$ cat config.mk
export PLATFORM = sky130hd
export DESIGN_NAME = packet_arbiter_ctrl
export DESIGN_NICKNAME = d
export VERILOG_FILES = /design/src/rtl/packet_arbiter_ctrl.sv
export SDC_FILE = /design/constraint.sdc
export NUM_CORES = 1
export LEC_CHECK = 0
export ABC_AREA = 1
export CAP_MARGIN = 15
export CORE_AREA = 2 2 39 41
export CTS_CLUSTER_SIZE = 30
export DETAILED_ROUTE_END_ITERATION = 16
export DIE_AREA = 0 0 41 43
export PLACE_DENSITY = 0.83
export SETUP_SLACK_MARGIN = 0.2
export SYNTH_ARGS = -nofsm -noshare
export SYNTH_HDL_FRONTEND = slang
export SYNTH_SLANG_ARGS = --single-unit
$ cat constraint.sdc
create_clock -name clk_i -period 2.7 [get_ports clk_i]
set_input_delay 0.675 -clock clk_i [delete_from_list [all_inputs] [get_ports clk_i]]
set_output_delay 0.675 -clock clk_i [all_outputs]
set_load 0.02 [all_outputs]
$ cat src/rtl/packet_arbiter_ctrl.sv
// Packet arbiter and crossbar controller for one switch output port.
// Picks one input that is presenting a head flit and holds the output mux on
// that input until its tail flit has been transferred downstream.
// Optional feature macro: PACKET_ARB_ROUND_ROBIN_EN (round-robin arbitration;
// when undefined, fixed priority NORTH > SOUTH > EAST > WEST > RESOURCE, valid
// only for INPUT_N = 5).
module packet_arbiter_ctrl #(
  parameter int unsigned INPUT_N   = 5,
  parameter int unsigned FLIT_ID_W = 2,
  localparam int unsigned SEL_W    = (INPUT_N > 1) ? $clog2(INPUT_N) : 1
) (
  input  logic                           clk_i,
  input  logic                           rst_i,
  input  logic [INPUT_N-1:0]             vld_i,
  input  logic [INPUT_N*FLIT_ID_W-1:0]   flit_id_i,
  input  logic                           out_rdy_i,
  output logic [SEL_W-1:0]               mux_in_sel_o,
  output logic [INPUT_N-1:0]             in_rdy_o,
  output logic                           out_vld_o,
  output logic                           locked_o
);

  typedef enum logic [0:0] {StIdle, StLocked} state_e;

  state_e             state_q, state_d;
  logic [SEL_W-1:0]   sel_q, sel_d;
  logic [INPUT_N-1:0] cand;
  logic [SEL_W-1:0]   winner;
  logic               any_cand;
  logic               sel_vld;
  logic               sel_tail;
  logic               xfer;

  // An input competes only while it presents a flit with the HEAD bit set.
  always_comb begin
    cand = '0;
    for (int unsigned k = 0; k < INPUT_N; k++) begin
      cand[k] = vld_i[k] & flit_id_i[k*FLIT_ID_W + 1];
    end
  end

`ifdef PACKET_ARB_ROUND_ROBIN_EN
  logic [SEL_W-1:0] ptr_q, ptr_d;

  // Round-robin search: first candidate at or after ptr, wrapping at INPUT_N.
  always_comb begin
    int unsigned idx;
    idx      = 0;
    winner   = '0;
    any_cand = 1'b0;
    for (int unsigned i = 0; i < INPUT_N; i++) begin
      idx = (32'(ptr_q) + i) % INPUT_N;
      if (!any_cand && cand[idx]) begin
        any_cand = 1'b1;
        winner   = SEL_W'(idx);
      end
    end
  end
`else
  // Fixed priority: NORTH(3) > SOUTH(4) > EAST(2) > WEST(1) > RESOURCE(0).
  always_comb begin
    winner   = '0;
    any_cand = |cand;
    if (cand[3])      winner = SEL_W'(3);
    else if (cand[4]) winner = SEL_W'(4);
    else if (cand[2]) winner = SEL_W'(2);
    else if (cand[1]) winner = SEL_W'(1);
    else              winner = SEL_W'(0);
  end
`endif

  assign sel_vld  = vld_i[sel_q];
  assign sel_tail = flit_id_i[32'(sel_q)*FLIT_ID_W];
  assign xfer     = (state_q == StLocked) && sel_vld && out_rdy_i;

  // Next-state, lock register and per-input pop / output valid generation.
  always_comb begin
    state_d   = state_q;
    sel_d     = sel_q;
`ifdef PACKET_ARB_ROUND_ROBIN_EN
    ptr_d     = ptr_q;
`endif
    out_vld_o = 1'b0;
    in_rdy_o  = '0;
    unique case (state_q)
      StIdle: begin
        if (any_cand) begin
          sel_d   = winner;
          state_d = StLocked;
        end
      end
      StLocked: begin
        // Only the locked input may pop; other inputs wait for the tail.
        out_vld_o       = sel_vld;
        in_rdy_o[sel_q] = out_rdy_i;
        if (xfer && sel_tail) begin
          state_d = StIdle;
`ifdef PACKET_ARB_ROUND_ROBIN_EN
          ptr_d = (sel_q == SEL_W'(INPUT_N - 1)) ? '0 : sel_q + 1'b1;
`endif
        end
      end
      default: state_d = StIdle;
    endcase
  end

  // State and mux select registers.
  always_ff @(posedge clk_i or posedge rst_i) begin
    if (rst_i) begin
      state_q <= StIdle;
      sel_q   <= '0;
    end else begin
      state_q <= state_d;
      sel_q   <= sel_d;
    end
  end

`ifdef PACKET_ARB_ROUND_ROBIN_EN
  // Round-robin pointer, advanced only when a packet completes.
  always_ff @(posedge clk_i or posedge rst_i) begin
    if (rst_i) begin
      ptr_q <= '0;
    end else begin
      ptr_q <= ptr_d;
    end
  end
`endif

  assign mux_in_sel_o = sel_q;
  assign locked_o     = (state_q == StLocked);

endmodule

# ---- Yosys cells after proc, flatten, opt, wreduce, memory -nomap -nowiden
# Index checks and enable logic that the tools add are counted.
dict set report op_classes {
  div 0
  magnitude_cmp 3
  n_eq_ne 0
  multipliers 0
  reduce_logical 6
  bitwise_logic 7
  mux 15
  shifts 0
  addsub 0
}
# op n
set op_table {}
lappend op_table {{$mux 1} 7}
lappend op_table {{$bmux 1 s3} 2}
lappend op_table {{$mux 3} 2}
lappend op_table {{$and 1x1->1} 5}
lappend op_table {{$and 5x5->5} 1}
lappend op_table {{$lt 4x5->1 const B} 1}
lappend op_table {{$mux 5} 1}
lappend op_table {{$reduce_or 5->1} 1}
lappend op_table {{$logic_and 1x1->1} 4}
lappend op_table {{$lt 3x4->1 const B} 1}
lappend op_table {{$demux 1 s3} 1}
lappend op_table {{$ge 3x1->1 const B} 1}
lappend op_table {{$mux 2} 1}
lappend op_table {{$pmux 1 s2} 1}
lappend op_table {{$reduce_and 2->1} 1}
lappend op_table {{$not 1->1} 1}
dict set report word_totals {
  ff_bits 4
  mem_bits_ro 0
  out_inout_bits 10
  latchBits 0
  ramBits 0
  wordCells 33
  mem_count 0
}

# ---- Longest topological paths before layout
# Gate-level depths: netlist of run 1.
dict set report depth {
  word_depth 7
  ltp_mapped 9
  ltp_nobuf 8
}

# ---- Least setup slack after synthesis of run 1
# OpenSTA, ideal clock, no wires.
dict set report synth_timing {
  path_type {input-to-output}
  startpoint {in out_rdy_i}
  endpoint {out in_rdy_o[0]}
  path_buffers 0
  arrival_ns 1.409
  stages 2
  slack_ns 0.616
  path_cell_list {nand2_1 nor4_1}
}
dict set report synth_between {
  elab_chain_cells 2
}
# item line
set synth_lines {}
lappend synth_lines {{from (decl)} 16} ;# input logic out_rdy_i,
lappend synth_lines {{$and 5x5->5 (no line)} n/a}
lappend synth_lines {{$mux 5} 85} ;# unique case (state_q)
lappend synth_lines {{to (decl)} 18} ;# output logic [INPUT_N-1:0] in_rdy_o,
# No other way between the ends.

# ---- Worst setup path in the final report of run 1
# Ends and elaborated chain as after synthesis.

==> results.json, run 1 <==
{
  "layout_common_cells": "21 x nand2_1, 21 x clkdlybuf4s50_1, 9 x inv_1",
  "relSlewSlack": 0.718,
  "ios": 28,
  "drc": 0,
  "cp_max_fo": 5,
  "rows": 14,
  "arrival_ns": 1.79,
  "final_antenna_net_count": 0,
  "p_per_area_nw_per_um2": 919,
  "fin_crit_ns": 2.46,
  "syn_nets": 86,
  "clockBufferDepth": 2,
  "start_kind": "input port",
  "grt_usage": 0.151,
  "switchingPower_uw": 326,
  "clock_skew_ns": 0.00421,
  "via_count": 526,
  "final_max_slew_viol_count": 0,
  "path_delay_family": "buffers and inverters",
  "die-width_um": 41,
  "worstPathRequired_ns": 2.03,
  "route.detailed.wl_per_inst_um": 10.2,
  "dr.first_iter.drc_count": 15,
  "synthesis.area_um2": 419,
  "leakage_uw": 0.000357,
  "p_seq_frac": 0.238,
  "multi_input_area_um2": 243,
  "first_global_vias": 474,
  "grt_overflow_total": 0,
  "switching_share": 0.505,
  "synth_cells": 68,
  "worst-path-buf-inv": 2,
  "core_area_um2": 1380,
  "crit_path_cell_trace": "clkdlybuf4s50_1, nand2_1, nor4_1, dlygate4sd1_1",
  "rsz0062_at_grt": "true",
  "clock_tree.root_cell": "clkbuf_4",
  "avgSynthCellArea_um2": 6.16,
  "cp-end-kind": "output pin",
  "finalWirelength_um": 1160,
  "drv_cap": 0,
  "die-area_um2": 1760,
  "grt_start_max_net_pins": 10,
  "hold_viol_final": 0,
  "gp_congestion": 0.789,
  "status": "completed",
  "antenna_found_initial": 0,
  "hp-class": "flop to flop",
  "cpPeakStageDelay_ns": 0.47,
  "placed_cell_area_um2": 702,
  "port_buffers": 27,
  "dp_hpwl_um": 971,
  "clock_latency_ns": 0.24,
  "clk_pin_slew_ns": 0.04,
  "synth.distinct_cells": 16,
  "clkSinkCount": 4,
  "grt_pass1_wl_um": 1850,
  "ys_warn_count": 0,
  "crit_type": "input port to output pin",
  "drive_above_1_share": 0.153,
  "start_util": 0.303,
  "seq_area_frac_synth": 0.239,
  "final_area_um2": 702,
  "tritoncts": "yes",
  "htree_levels": 1,
  "power_frac_comb": 0.644,
  "drt-vias-per-instance": 4.61,
  "setup_viol": 0,
  "synth-seq-cells": 4,
  "nets": 118,
  "numCtsBuffers": 3,
  "fin_crit_sh": 0.911,
  "dr.pass1.iters": 4,
  "final_cells": 114,
  "dp_cells": 111,
  "slowest_stage": "clkdlybuf4s50_1",
  "n_antenna_cell": 0,
  "hold_ws_ns": 0.583,
  "area_growth_pct": 67.5,
  "irDropWorstVdd_mv": 0.502,
  "tightest_slew_ns": 0.423,
  "nFillCells": 150,
  "final_util": 0.507,
  "fin_setup_tns_ns": 0,
  "p_clk_frac": 0.118,
  "fmax_mhz": 406,
  "p_int_uw": 319,
  "die_y_um": 43,
  "seq_area_um2": 100
}
sequential cells by signal (all words and copies together) (netlist names):
register / flops
locked_o: 1
mux_in_sel_o: 3
power by group through the flow:
stage / sequential, µW / clock [µW] / combinational, µW
floorplan: 150 / 0 / 272
global placement: 155 / 0 / 440
detailed placement: 154 / 0 / 448
CTS: 153 / 79.4 / 430
global route: 161 / 77.7 / 458
finish: 154 / 76.3 / 415
synth_stat cells:
cell type,number,area share
a21boi_1,1,0.018
buf_6,2,0.054
clkinv_8,1,0.039
dfrtp_1,4,0.24
inv_1,9,0.081
inv_2,1,0.0089
nand2_1,21,0.19
nand2_2,1,0.015
nand3_1,7,0.084
nand4_1,1,0.015
nor2_1,8,0.072
nor2_2,1,0.015
nor2_4,1,0.027
nor4_1,4,0.060
o21ai_0,5,0.060
o21bai_2,1,0.027
repair_timing:
action	CTS	global route
setup endpoints to repair	6	5
setup buffers	0	0
hold buffers	0	0
pin swaps	0	0
gates resized for setup	7	12
endpoints found under the hold margin	0	0
through the flow:
stage               power [µW]  setup WS (ns)
floorplan                  422          0.616
global placement           595        -0.0785
detailed placement         602        -0.0982
CTS                        662          0.202
global route               697          0.137
finish                     645          0.239
final timing paths:
path	slack, ns	cells past startpoint	startpoint	endpoint
max in group asynchronous	1.94	2	rst_i	locked_o
setup / recovery	0.24	4	out_rdy_i	in_rdy_o[0]
min in group asynchronous	0.61	2	rst_i	mux_in_sel_o[0]
hold reg to reg	0.58	2	locked_o	locked_o
hold / removal	0.58	2	locked_o	locked_o
setup reg to reg	1.28	7	mux_in_sel_o[2]	locked_o
cell type report:
cell class,instances,share of cell area
Timing Repair Buffer,29,0.374
Tap cell,16,0.0285
Clock buffer,3,0.0321
Multi-Input combinational cell,51,0.346
Sequential cell,4,0.143
Inverter,11,0.0766
cells by family (layout without fill, tap and decap cells):
kind of cell	Yosys count	count (layout)	share of synthesized area
and+or+nand+nor	44	44	0.475
buffers and inverters	13	43	0.182
AOI/OAI and AO/OA	7	7	0.104
DFF	4	4	0.239
layer usage:
| metal | up-vias | wire length [µm] | global-route usage |
|---|---|---|---|
| li1 | 280 | - | - |
| met1 | 230 | 508 | 0.195 |
| met2 | 14 | 583 | 0.234 |
| met3 | 2 | 52 | 0 |
| met4 | 0 | 17 | 0.100 |
| met5 | - | 0 | 0 |
worst min-delay path, delay by kind of cell (launching register included):
| kind | cells | cell delay (ns) |
|---|---|---|
| DFF | 1 | 0.39 |
| and+or+nand+nor | 2 | 0.15 |
No activity file was read; power rests on OpenSTA's default activity.
==> run 2, diff against run 1 <==
--- a/config.mk
+++ b/config.mk
@@ -8,10 +8,12 @@
 export ABC_AREA = 1
 export CAP_MARGIN = 15
 export CORE_AREA = 2 2 39 41
+export CTS_BUF_LIST = sky130_fd_sc_hd__clkbuf_4 sky130_fd_sc_hd__clkbuf_8
 export CTS_CLUSTER_SIZE = 30
 export DETAILED_ROUTE_END_ITERATION = 16
 export DIE_AREA = 0 0 41 43
 export PLACE_DENSITY = 0.83
+export REMOVE_ABC_BUFFERS = 1
 export SETUP_SLACK_MARGIN = 0.2
 export SYNTH_ARGS = -nofsm -noshare
 export SYNTH_HDL_FRONTEND = slang
==> run 2 against run 1 <==
Net effect:
- clock skew rose by 0.0033 ns
- highest routed layer unchanged
- first-iteration DRC count down 67%
- power up 1.0%
- critical path type unchanged
==> results.json, run 2 (synthesis results as in run 1) <==
{
  "startpoint": "out_rdy_i",
  "largest_reg_flops": 3,
  "hold_ws_ns": 0.598,
  "status": "completed",
  "nets": 119,
  "numCtsBuffers": 3,
  "drive_above_1_share": 0.162,
  "clkSinkCount": 4,
  "clock_latency_ns": 0.25,
  "clock_skew_ns": 0.00747,
  "drv_cap": 0,
  "port_buffers": 27,
  "fin_crit_ns": 2.51,
  "clockBufferDepth": 2,
  "grt_pass1_wl_um": 1990,
  "dp_hpwl_um": 986,
  "setup_viol": 0,
  "p_int_uw": 321,
  "irDropWorstVdd_mv": 0.416,
  "final_antenna_net_count": 0,
  "switching_share": 0.507,
  "first_global_vias": 510,
  "switchingPower_uw": 330,
  "dr.first_iter.drc_count": 5,
  "p_seq_frac": 0.236,
  "worstPathRequired_ns": 2.03,
  "drc": 0,
  "clock_tree.root_cell": "clkbuf_4",
  "die_y_um": 43,
  "gp_congestion": 0.773,
  "tightest_slew_ns": 0.442,
  "grt_overflow_total": 0,
  "power_frac_comb": 0.640,
  "finalWirelength_um": 1220,
  "htree_levels": 1,
  "crit_type": "input port to output pin",
  "tritoncts": "yes",
  "leakage_uw": 0.000359,
  "p_clk_frac": 0.124,
  "p_per_area_nw_per_um2": 917,
  "rr_worst_depth": 8,
  "postCtsSetupBuffers": 0,
  "grt_usage": 0.170,
  "start_util": 0.303,
  "grt_start_max_net_pins": 10,
  "rsz0062_at_grt": "true",
  "core_area_um2": 1380,
  "r2r_start": "mux_in_sel_o[0]",
  "cp_max_fo": 5,
  "hold_viol_final": 0,
  "route.detailed.wl_per_inst_um": 10.6,
  "die-area_um2": 1760,
  "cp-end-kind": "output pin",
  "die-width_um": 41,
  "fin_crit_sh": 0.929,
  "via_count": 527,
  "dr.pass1.iters": 4,
  "fmax_mhz": 399,
  "n_antenna_cell": 0,
  "relSlewSlack": 0.705,
  "finalPower_uw": 652,
  "start_kind": "input port",
  "area_growth_pct": 69.6,
  "arrival_ns": 1.83,
  "antenna_found_initial": 0,
  "ios": 28,
  "drt-vias-per-instance": 4.58,
  "rows": 14,
  "r2r_end": "locked_o",
  "r2r_slack_ns": 1.31,
  "clk_pin_slew_ns": 0.04,
  "hp-class": "input port to async pin",
  "layout_common_cells": "21 x nand2_1, 21 x clkdlybuf4s50_1, 9 x inv_1",
  "final_max_slew_viol_count": 0
}
==> run 2: final cells by class <==
class	count	area, µm²
fillers	155	673
flip-flops and latches	4	100
repair buffers	30	272
inverters	11	53.8
multi-input cells	51	243
clock buffers	3	22.5
well taps	16	20.0
==> run 2: metrics by stage <==
stage / setup slack, ns / instances / area, µm² / setup TNS, ns / util
floorplan: 0.551 / 66 / 397 / 0 / -
global placement: -0.0984 / 112 / 709 / -0.418 / 0.513
detailed placement: -0.144 / 112 / 709 / -0.559 / 0.513
CTS: 0.153 / 115 / 728 / 0 / 0.526
global route: 0.0974 / 115 / 711 / 0 / 0.514
finish: 0.192 / 115 / 711 / 0 / 0.514
==> run 2: worst max-delay path by stage <==
| stage | slack, ns | depth (start not counted) | to |
|---|---|---|---|
| after detailed placement | -0.14 | 4 | in_rdy_o[1] |
| after global routing | 0.1 | 4 | in_rdy_o[1] |
| after CTS | 0.15 | 4 | in_rdy_o[1] |
| after floorplan | 0.55 | 2 | in_rdy_o[3] |
| after global placement | -0.1 | 4 | in_rdy_o[1] |
| final | 0.19 | 4 | in_rdy_o[1] |
==> run 2: critical path: stages <==
cell and delay, ns:
clkdlybuf4s50_1 0.49, nand2_1 0.13, nor4_1 0.20, dlygate4sd1_1 0.35
==> run 2: routing by layer <==
layer  share of wire  GRT usage
met1            0.40      0.196
met2            0.52      0.269
met3           0.056     0.0314
met4           0.014      0.107
met5               0          0
==> run 2: timing repair <==
action	CTS	global route
pin swaps	0	0
gates cloned	0	0
setup endpoints to repair	6	6
hold buffers	0	0
resized for setup	13	8
==> run 2: power by group through the flow <==
stage / clock network [µW] / registers, µW / logic (µW)
4_1_cts: 83.5 / 153 / 433
2_1_floorplan: 0 / 176 / 217
5_1_grt: 86.2 / 162 / 455
3_5_place_dp: 0 / 154 / 449
3_3_place_gp: 0 / 154 / 440
6_report: 80.6 / 154 / 417
==> run 3, diff against run 2 <==
--- a/config.mk
+++ b/config.mk
@@ -7,12 +7,13 @@
 export LEC_CHECK = 0
 export ABC_AREA = 1
 export CAP_MARGIN = 15
-export CORE_AREA = 2 2 39 41
+export CELL_PAD_IN_SITES_DETAIL_PLACEMENT = 0
+export CELL_PAD_IN_SITES_GLOBAL_PLACEMENT = 1
+export CORE_UTILIZATION = 24
 export CTS_BUF_LIST = sky130_fd_sc_hd__clkbuf_4 sky130_fd_sc_hd__clkbuf_8
 export CTS_CLUSTER_SIZE = 30
 export DETAILED_ROUTE_END_ITERATION = 16
-export DIE_AREA = 0 0 41 43
-export PLACE_DENSITY = 0.83
+export PLACE_DENSITY = 0.95
 export REMOVE_ABC_BUFFERS = 1
 export SETUP_SLACK_MARGIN = 0.2
 export SYNTH_ARGS = -nofsm -noshare
==> run 3 against run 2 <==
Net effect:
- the flow now finishes with violations (design-rule violations)
- highest routed layer unchanged
- critical path depth did not move
- clock skew fell by 0.0021 ns
- largest cell class unchanged
- critical endpoint is now in_rdy_o[2]
- sequential share of layout area rose by 0.25 points
- sequential power barely moved
- register-to-register slack improved by 0.10 ns
- wire length fell by 4.1%
- clock power fell by 10%
- via count fell by 1.5%
==> results.json, run 3 (synthesis results as in run 1) <==
{
  "status": "finished with violations",
  "violations": "design-rule violations",
  "drive_above_1_share": 0.163,
  "fmax_mhz": 419,
  "clkSinkCount": 4,
  "dp_hpwl_um": 951,
  "placed_cell_area_um2": 702,
  "clock_tree.root_cell": "clkbuf_4",
  "grt_usage": 0.131,
  "clk_pin_slew_ns": 0.04,
  "cp_max_fo": 5,
  "p_per_area_nw_per_um2": 893,
  "crit_type": "input port to output pin",
  "final_cells": 114,
  "postCtsSetupBuffers": 0,
  "largest_reg_flops": 3,
  "cp-end-kind": "output pin",
  "hp-class": "flop to flop",
  "final_antenna_net_count": 0,
  "crit_path_cell_trace": "clkdlybuf4s50_1, nand2_1, nor2_1, dlygate4sd2_1",
  "worstPathRequired_ns": 2.03,
  "cp.depth": 4,
  "drc": 4,
  "irDropWorstVdd_mv": 0.362,
  "grt_start_max_net_pins": 10,
  "leakage_uw": 0.000354,
  "rsz0062_at_grt": "false",
  "tightest_slew_ns": 0.447,
  "layout_common_cells": "21 x nand2_1, 21 x clkdlybuf4s50_1, 9 x inv_1",
  "die-width_um": 43.8,
  "drt-vias-per-instance": 4.55,
  "worst-path-buf-inv": 2,
  "grt_pass1_wl_um": 1920,
  "gp_congestion": 0.805,
  "finalWirelength_um": 1170,
  "final_area_um2": 698,
  "rows": 14,
  "dr.first_iter.drc_count": 8,
  "first_global_vias": 473,
  "start_kind": "input port",
  "dp_cells": 111,
  "fin_crit_sh": 0.884,
  "slowest_stage": "clkdlybuf4s50_1",
  "hold_viol_final": 0,
  "arrival_ns": 1.71,
  "die_y_um": 43.8,
  "ios": 28,
  "clock_latency_ns": 0.23,
  "numCtsBuffers": 3,
  "die-area_um2": 1920,
  "rr_worst_depth": 7,
  "setup_viol": 0,
  "drv_cap": 0,
  "relSlewSlack": 0.702,
  "nets": 118,
  "final_max_slew_viol_count": 0,
  "antenna_found_initial": 0,
  "final_util": 0.443,
  "area_growth_pct": 66.6,
  "grt_overflow_total": 0,
  "path_delay_family": "buffers and inverters",
  "fin_crit_ns": 2.39,
  "start_util": 0.266,
  "clock_skew_ns": 0.00538,
  "clockBufferDepth": 2,
  "htree_levels": 1,
  "dr.pass1.iters": 10,
  "cpPeakStageDelay_ns": 0.47,
  "route.detailed.wl_per_inst_um": 10.3,
  "via_count": 519,
  "hold-path-cell-count": 2,
  "tritoncts": "yes",
  "n_antenna_cell": 0,
  "core_area_um2": 1580,
  "port_buffers": 27
}
## run 3: layout make-up
type / instances / area [µm²]
fillers: 169 / 878
clock buffers: 3 / 22.5
well taps: 16 / 20.0
inverters: 11 / 53.8
repair buffers: 29 / 259
multi-input cells: 51 / 243
flip-flops and latches: 4 / 100
## run 3: power breakdown
| part | switching [µW] | internal (µW) | total (µW) |
|---|---|---|---|
| Sequential | 67.7 | 87.4 | 155 |
| Clock | 22.7 | 49.6 | 72.2 |
| Combinational | 230 | 167 | 396 |
## run 3: final timing paths
kind                                  from         endpoint  slack (ns)
min reg2reg                       locked_o         locked_o        0.60
max                              out_rdy_i      in_rdy_o[2]        0.31
max in group asynchronous            rst_i  mux_in_sel_o[1]        1.93
max reg2reg                mux_in_sel_o[0]         locked_o        1.41
min in group asynchronous            rst_i  mux_in_sel_o[0]        0.62
min                               locked_o         locked_o        0.60
## run 3: layer usage
metal  share of wire  vias up  track usage
li1                -      276            -
met3           0.073        2            0
met2            0.47       20        0.224
met5               0        -            0
met4          0.0085        0       0.0563
met1            0.45      221        0.174
## run 3: tightest hold or removal path, delay by kind of cell (launching register included)
family	cells	cell delay, ns
and+or+nand+nor	2	0.16
DFF	1	0.40
## run 3: what timing repair did
item / in CTS / in global routing
cloned: 0 / 0
hold buffers: 0 / 0
pin swaps: 0 / 0
endpoints found under the setup margin: 6 / 5
resized for setup: 6 / 14
## run 3: through the flow
step	hold slack [ns]	power, µW	setup WS [ns]	TNS [ns]
after floorplan	0.441	393	0.551	0
after detailed placement	0.575	583	-0.0892	-0.341
after global routing	0.632	674	0.244	0
after global placement	0.571	579	-0.0825	-0.272
final	0.598	623	0.314	0
after CTS	0.583	634	0.179	0
